<file path="config.mk">
export PLATFORM = sky130hd
export DESIGN_NAME = life_seed_ctrl
export DESIGN_NICKNAME = d
export VERILOG_FILES = /design/src/rtl/life_pkg.sv /design/src/rtl/life_seed_ctrl_lfsr.sv /design/src/rtl/life_seed_ctrl.sv
export SDC_FILE = /design/constraint.sdc
export NUM_CORES = 1
export LEC_CHECK = 0
export BUFFER_PORTS_ARGS = -buffer_cell sky130_fd_sc_hd__buf_4
export CORE_ASPECT_RATIO = 0.7
export CORE_MARGIN = 5
export CORE_UTILIZATION = 58
export DETAILED_ROUTE_END_ITERATION = 10
export PLACE_DENSITY_LB_ADDON = 0.1
export SYNTH_ARGS = -nofsm -noshare
export SYNTH_HDL_FRONTEND = slang
export SYNTH_SLANG_ARGS = --single-unit
</file>
<file path="constraint.sdc">
create_clock -name clk -period 3.7 [get_ports clk]
set_input_delay 0.74 -clock clk [delete_from_list [all_inputs] [get_ports clk]]
set_output_delay 0.74 -clock clk [all_outputs]
set_load 0.01 [all_outputs]
</file>
<file path="src/rtl/life_pkg.sv">
// Shared types and constants for the Game-of-Life seed/run controller.
//   statetype       : controller FSM encoding (matches the state_o output code)
//   DEFAULT_SEED_64 : board pattern loaded after reset and whenever idle
//   TAPS_64         : Galois feedback mask for x^64+x^63+x^61+x^60+1
package life_pkg;

  typedef enum logic [1:0] {
    IDLE  = 2'd0,
    LFSR  = 2'd1,
    PLAY  = 2'd2,
    PAUSE = 2'd3
  } statetype;

  localparam logic [63:0] DEFAULT_SEED_64 = 64'h0412_6424_0034_3C28;
  localparam logic [63:0] TAPS_64         = 64'hD800_0000_0000_0000;

endpackage

</file>
<file path="src/rtl/life_seed_ctrl_lfsr.sv">
// Free-running right-shifting Galois LFSR.
//   clk   : system clock
//   reset : synchronous, active-high; loads INIT
//   q     : current register value (advances every non-reset cycle)
// A nonzero INIT never reaches the all-zero state.
module galois_lfsr
  import life_pkg::*;
#(
  parameter int               WIDTH = 64,
  parameter logic [WIDTH-1:0] TAPS  = WIDTH'(TAPS_64),
  parameter logic [WIDTH-1:0] INIT  = WIDTH'(DEFAULT_SEED_64)
) (
  input  logic             clk,
  input  logic             reset,
  output logic [WIDTH-1:0] q
);

  logic [WIDTH-1:0] lfsr_q;
  logic [WIDTH-1:0] lfsr_d;

  // Bit shifted out of the bottom decides whether the feedback mask is applied.
  always_comb begin
    lfsr_d = (lfsr_q >> 1) ^ (lfsr_q[0] ? TAPS : '0);
  end

  always_ff @(posedge clk) begin
    if (reset) begin
      lfsr_q <= INIT;
    end else begin
      lfsr_q <= lfsr_d;
    end
  end

  assign q = lfsr_q;

endmodule

</file>
<file path="src/rtl/life_seed_ctrl.sv">
// Seed and run controller for the Game-of-Life board.
//   clk       : system clock
//   reset     : synchronous, active-high
//   start     : pulse, begin play from IDLE or LFSR
//   randomize : pulse or level, enter/stay in LFSR (seed follows the LFSR)
//   pause     : pulse, toggle PLAY <-> PAUSE
//   seed      : registered board seed
//   load      : one-cycle pulse, board loads seed (IDLE/LFSR -> PLAY only)
//   step      : one-cycle pulse every STEP_DIV cycles of play
//   state_o   : 0 IDLE, 1 LFSR, 2 PLAY, 3 PAUSE
// Input priority when several arrive together: randomize > start > pause.
module life_seed_ctrl
  import life_pkg::*;
#(
  parameter int          WIDTH        = 64,
  parameter logic [63:0] DEFAULT_SEED = DEFAULT_SEED_64,
  parameter logic [63:0] LFSR_TAPS    = TAPS_64,
  parameter int          STEP_DIV     = 16
) (
  input  logic             clk,
  input  logic             reset,
  input  logic             start,
  input  logic             randomize,
  input  logic             pause,
  output logic [WIDTH-1:0] seed,
  output logic             load,
  output logic             step,
  output logic [1:0]       state_o
);

  localparam logic [WIDTH-1:0] SEED_W  = WIDTH'(DEFAULT_SEED);
  localparam logic [WIDTH-1:0] TAPS_W  = WIDTH'(LFSR_TAPS);
  localparam int               CW      = $clog2(STEP_DIV);
  localparam logic [CW-1:0]    CNT_MAX = CW'(STEP_DIV - 1);

  statetype         state_q, state_d;
  logic [WIDTH-1:0] seed_q, seed_d;
  logic [CW-1:0]    cnt_q, cnt_d;
  logic [CW-1:0]    cnt_inc;
  logic             load_q, load_d;
  logic             step_q, step_d;
  logic [WIDTH-1:0] lfsr_q;

  galois_lfsr #(
    .WIDTH (WIDTH),
    .TAPS  (TAPS_W),
    .INIT  (SEED_W)
  ) u_lfsr (
    .clk   (clk),
    .reset (reset),
    .q     (lfsr_q)
  );

  always_comb begin
    state_d = state_q;
    seed_d  = seed_q;
    cnt_d   = cnt_q;
    load_d  = 1'b0;
    step_d  = 1'b0;
    cnt_inc = (cnt_q == CNT_MAX) ? '0 : cnt_q + 1'b1;

    case (state_q)
      IDLE: begin
        seed_d = SEED_W;
        if (randomize) begin
          state_d = LFSR;
        end else if (start) begin
          state_d = PLAY;
          load_d  = 1'b1;
          cnt_d   = '0;
        end
      end
      LFSR: begin
        // Sample the LFSR on every edge, including the exit edge, so the
        // value frozen in seed is the one captured when start arrives.
        seed_d = lfsr_q;
        if (randomize) begin
          state_d = LFSR;
        end else if (start) begin
          state_d = PLAY;
          load_d  = 1'b1;
          cnt_d   = '0;
        end
      end
      PLAY: begin
        if (randomize) begin
          state_d = LFSR;
          cnt_d   = '0;
        end else if (pause) begin
          // Leaving on a terminal count drops that step; cnt keeps its value.
          state_d = PAUSE;
        end else begin
          cnt_d  = cnt_inc;
          step_d = (cnt_q == CNT_MAX);
        end
      end
      PAUSE: begin
        if (randomize) begin
          state_d = LFSR;
          cnt_d   = '0;
        end else if (pause) begin
          // The resume edge is the first counted edge of the resumed run.
          state_d = PLAY;
          cnt_d   = cnt_inc;
        end
      end
      default: begin
        state_d = IDLE;
      end
    endcase
  end

  always_ff @(posedge clk) begin
    if (reset) begin
      state_q <= IDLE;
      seed_q  <= SEED_W;
      cnt_q   <= '0;
      load_q  <= 1'b0;
      step_q  <= 1'b0;
    end else begin
      state_q <= state_d;
      seed_q  <= seed_d;
      cnt_q   <= cnt_d;
      load_q  <= load_d;
      step_q  <= step_d;
    end
  end

  // Parameter sanity: a zero seed would lock the LFSR, and STEP_DIV < 2
  // leaves no room for a one-cycle step pulse.
  always_ff @(posedge clk) begin
    assert (SEED_W != '0) else $error("life_seed_ctrl: DEFAULT_SEED is zero");
    assert (STEP_DIV >= 2) else $error("life_seed_ctrl: STEP_DIV below 2");
  end

  assign seed    = seed_q;
  assign load    = load_q;
  assign step    = step_q;
  assign state_o = state_q;

endmodule
</file>
== Word level (Yosys, flattened, before mapping) ==
Cells that the tools add are included.
Storage, ports and cells
  register bits: 136
  output and inout port bits: 68
  input bits: 5
  word-level logic and storage cells: 45
Operators by class
  add/sub/neg operators: 1
  equal/unequal tests: 10
  bitwise logic cells: 3
  multiplexer cells: 18
  reduce and logical (&&, ||, !) cells: 7
Operators by type and width (count)
  $pmux 64 s2: 1
  $mux 64: 1
  $xor 63x64->64: 1
  $mux 4: 7
  $mux 2: 6
  $pmux 4 s3: 1
  $ne 3x3->1 const B: 3
  $pmux 2 s3: 1
  $add 4x1->4 const B: 1
  $eq 2x2->1 const B: 2
  $eq 4x4->1 const B: 1
  $reduce_and 4->1: 1
  $reduce_or 4->1: 1
  $ne 3x1->1 const B: 1
  $reduce_and 3->1: 1
  $reduce_or 3->1: 1
  $eq 2x1->1 const B: 1
  $logic_not 2->1: 1
  $ne 2x1->1 const B: 1
  $ne 2x2->1 const B: 1
  $not 1->1: 2
  $reduce_bool 2->1: 1
  $reduce_or 2->1: 1
  $mux 1: 1

== Longest topological paths before layout ==
  word-level depth: 5
  mapped depth: 5
  gate-level depth less buffers: 5

== Modules after synthesis ==
Synthesis repeated with hierarchy kept, for this count alone.
Second synthesis, totals
  cells, all modules: 455
  area total of the unflattened synthesis: 4705.8 sq um
By module, submodules not included
  life_seed_ctrl: seq. area each 1441.4 sq um, instances 1, cells an instance 256, area each 2493.6 sq um
  galois_lfsr: seq. area each 1281.2 sq um, instances 1, cells an instance 199, area each 2212.1 sq um

== Least setup slack after synthesis ==
No wires, ideal clock.
  path kind: input to register
  start: input pause
  end: register cnt_q[3]
  library setup time: 0.071 ns
  arrival time: 1.651 ns
  setup slack: 1.979 ns
  data required time: 3.629 ns
  buffers on the path: 0
  stages: 4
  cells stage by stage: xnor2_2 > o22ai_2 > or4_1 > a21oi_1
On the way
  longest elaborated chain between the ends: 2
  elaborated cells on any way between the ends: 3
  those cells by class: eq/ne: 2; reduce/logical: 1
RTL lines
  from (decl): RTL line life_seed_ctrl.sv:24  | input logic pause,
  $ne 3x3->1 (no line)
  $reduce_and 4->1 (no line) *
  to (signal assigned): RTL line life_seed_ctrl.sv:123  | cnt_q <= cnt_d;
  to (decl): RTL line life_seed_ctrl.sv:38  | logic [CW-1:0] cnt_q, cnt_d;
Mark *: on every way between the ends. The rest lies on a longest branch, timed or not.
A chain may end at the register's enable or synchronous reset.

== Worst setup path after layout ==
  start: register state_q[1] (netlist: state_o[1])
  end: register seed_q[22] (netlist: seed[22])
On the way
  longest elaborated chain between the ends: 2
  elaborated cells on any way between the ends: 4
  those cells by class: eq/ne: 1; mux: 1; reduce/logical: 2
RTL lines
  from (decl): RTL line life_seed_ctrl.sv:36  | statetype state_q, state_d;
  from (signal assigned): RTL line life_seed_ctrl.sv:121  | state_q <= state_d;
  $eq 2x1->1 / $logic_not 2->1 (equally long branches): RTL line life_seed_ctrl.sv:62  | case (state_q)
  $pmux 64 s2 / $reduce_bool 2->1 (equally long branches)
  to (signal assigned): RTL line life_seed_ctrl.sv:116  | seed_q <= SEED_W;
  to (signal assigned): RTL line life_seed_ctrl.sv:122  | seed_q <= seed_d;
  to (decl): RTL line life_seed_ctrl.sv:37  | logic [WIDTH-1:0] seed_q, seed_d;
Several ways; a longest one is shown, not always the timed one.

==> impl_metrics.env <==
export IMPL_timing_setup_tns_ns=0
export IMPL_path_cells="inv_1 > nor2_1 > a22o_1"
export IMPL_timing_worst_slew_pin_value_ns=1.07
export IMPL_area_delta_synth_final_pct=29.0
export IMPL_yosys_register_bits=136
export IMPL_die_boundary_width_microns=111
export IMPL_chipHeight_microns=80.5
export IMPL_synth_enable_flop_cells=0
export IMPL_arrival_time_reported_for_the_critical_path_endpoint_ns=3.03
export IMPL_clk_pin_slew_ns=0.06
export IMPL_first_pass_iters=4
export IMPL_worst_path_largest_cell_delay_ns=1.00
export IMPL_yosysSeqAreaShare_pct=66.0
export IMPL_cts_max_path_buffers=2
export IMPL_rsz0062_at_grt="false"
export IMPL_finish_cell_count_without_fillers=542
export IMPL_port_buffers=72
export IMPL_drt_wirelength_per_cell_microns=15.8
export IMPL_vias_in_the_first_global_route=2853
export IMPL_maxSlewViolCount=0
export IMPL_h_tree_depth=4
export IMPL_route_detailed_drc=0
export IMPL_dieArea_sq_mm=0.00892
export IMPL_min_period_over_period_pct=69.9
export IMPL_fin_worst_skew_ns=0.00686
export IMPL_ant_nets=0
export IMPL_cts_repair_resized=0
export IMPL_clkSinkCount=136
export IMPL_syn_nets=370
export IMPL_fin_worst_hold_slack_ns=0.443
export IMPL_hold_path_class="flop to flop"
export IMPL_max_cap_violations=0
export IMPL_finalWorstPathRequiredPeriod_ns=2.59
export IMPL_max_clock_freq_mhz=387
export IMPL_gr_usage_all_layers_pct=20.7
export IMPL_power_density_cell_area_mw_per_mm2=628
export IMPL_start_util_pct=60.5
export IMPL_post_synth_most_frequent_cells="sky130_fd_sc_hd__dfxtp_1, sky130_fd_sc_hd__nor2b_1, sky130_fd_sc_hd__nor2_1"
export IMPL_route_detailed_vias_per_inst=5.20
export IMPL_finalHoldViolCount=0
export IMPL_cts_root_buf="sky130_fd_sc_hd__clkbuf_8"
export IMPL_critical_path_reg2reg_startpoint="state_o[1]"
export IMPL_synth_top_area_cell="sky130_fd_sc_hd__dfxtp_1"
export IMPL_ir_worst_vdd_uv=405
export IMPL_cts_hold_repair_buffers=0
export IMPL_diodes=0
export IMPL_holdCritStartpoint="u_lfsr.q[35]"
export IMPL_postSynthCellCount=364
export IMPL_timing_critical_path_slowest_stage_cell="sky130_fd_sc_hd__dfxtp_1"
export IMPL_synthDistinctLibCells=27
export IMPL_drive_gt1_share_pct=28.3
export IMPL_gp_congestion=0.731
export IMPL_yosys_warnings=0
export IMPL_yosys_area_top_type_share_pct=66.0
export IMPL_leak_pwr_nw=2.17
export IMPL_io_pins=73
export IMPL_commonest_register_cell_after_synthesis="sky130_fd_sc_hd__dfxtp_1"
export IMPL_critical_path_class="flop to flop"
export IMPL_cell_total_after_placement=510
export IMPL_critical_path_peak_fanout=28
export IMPL_clock_insertion_delay_worst_skew_ns=0.51
export IMPL_synth_area_leaders="sky130_fd_sc_hd__dfxtp_1, sky130_fd_sc_hd__nor2b_1, sky130_fd_sc_hd__a22oi_1"
export IMPL_grt_overflow_total=0
export IMPL_cts_made_buffers=17
export IMPL_syn_avg_cell_area_sq_um=11.3
export IMPL_nets=441
export IMPL_row_count=25
export IMPL_cts_tree="done"
export IMPL_status="completed"
export IMPL_placed_wire_length_estimate_microns=5180
export IMPL_worstSetupEndpointType="flop"
export IMPL_worstSetupStartpointType="flop"
export IMPL_slew_limit_headroom_pct=28.3
export IMPL_timing_critical_path_required_ns=4.14
export IMPL_grt_antenna_before_repair=0
export IMPL_grt_pass1_wl_microns=14400
export IMPL_dr_total_vias=2817
export IMPL_core_sq_mm=0.00682
export IMPL_wirelength_microns=8550
export IMPL_worst_setup_path_startpoint="state_o[1]"
export IMPL_async_flop_share_pct=0
export IMPL_post_synth_instance_area_sq_mm=0.00412
export IMPL_cell_with_the_most_instances_after_synthesis="sky130_fd_sc_hd__dfxtp_1"
export IMPL_largest_net_degree_at_the_start_of_global_routing=67
export IMPL_layout_filler_cells=477
export IMPL_timing_final_setup_violations=0
export IMPL_detailedRoute_firstIterationViolations=162
export IMPL_post_cts_repair_setup_buffers=0
-- worst paths after layout --
path                  endpoint  slack (ns)  cells past startpoint
setup / recovery      seed[22]        1.11                      3
hold / removal    u_lfsr.q[34]        0.44                      1
setup reg to reg      seed[22]        1.11                      3
hold reg to reg   u_lfsr.q[34]        0.44                      1
-- critical path: cells and delay by family (launching register included) --
family / cells / cell delay [ns]
AND/OR/NAND/NOR: 1 / 0.91
flip-flops: 1 / 1.00
buffers and inverters: 1 / 0.33
AO/OA/AOI/OAI: 1 / 0.28
-- sequential cells by signal, summed over array words and instances, names as in the netlist --
register and count:
cnt_q 4, step 1, load 1, seed 64
state_o 2, u_lfsr.q 64
-- kinds of logic after synthesis --
logic type	count (synthesis)	synth area share, %
flops	136	66.0
simple gates	127	16.8
compound gates	72	13.5
buf+inv	24	2.31
xor+xnor	4	1.03
fa+ha+maj	1	0.303
-- cell type report --
type	instances	area [sq um]	area share, %
sequential	136	2720	51.2
inverter	1	3.75	0.0706
timing repair buffer	75	563	10.6
tap	94	118	2.21
clock buffer	18	428	8.05
multi-input combinational	204	1310	24.6
clock inverter	14	174	3.27
-- metrics by stage --
stage	total power, W	cell area, sq um	setup WS, ns	utilization (%)
4_1_cts	0.00336	5320	1.12	78.0
5_1_grt	0.00346	5320	0.878	78.0
3_3_place_gp	0.00170	4710	1.25	69.1
6_report	0.00334	5320	1.11	78.0
2_1_floorplan	0.00165	4120	1.98	-
3_5_place_dp	0.00170	4710	1.14	69.1
-- metal layers --
metal  global-route usage (%)  wire [microns]  share of wire (%)  up-vias
met1                     26.4            4080                 48     1345
met3                     6.78             464                5.4        8
met2                     32.8            3930                 46       65
met5                        0               0                  0        -
li1                         -               -                  -     1399
met4                     8.00              74               0.87        0
-- layout by cell type, fill, tap and decap left out, drive strengths merged, types with 4 or more instances in the layout --
| cell | Yosys | routed |
|---|---|---|
| dfxtp | 136 | 136 |
| a21oi | 4 | 4 |
| or2 | 17 | 17 |
| o22a | 12 | 12 |
| clkbuf | 15 | 18 |
| o22ai | 7 | 7 |
| nor2b | 47 | 47 |
| a22oi | 31 | 31 |
| nand2b | 9 | 9 |
| nor2 | 40 | 40 |
| clkinv | 0 | 9 |
| a22o | 16 | 16 |
| xnor2 | 4 | 4 |
| buf | 8 | 75 |
-- power breakdown --
| group | internal (W) | total (W) | switching [W] |
|---|---|---|---|
| Sequential | 0.00151 | 0.00154 | 0.0000301 |
| Combinational | 0.0000572 | 0.000129 | 0.0000716 |
| Clock | 0.00105 | 0.00167 | 0.000623 |
| Total | 0.00261 | 0.00334 | 0.000725 |
Power figures use the tool's default switching activity.
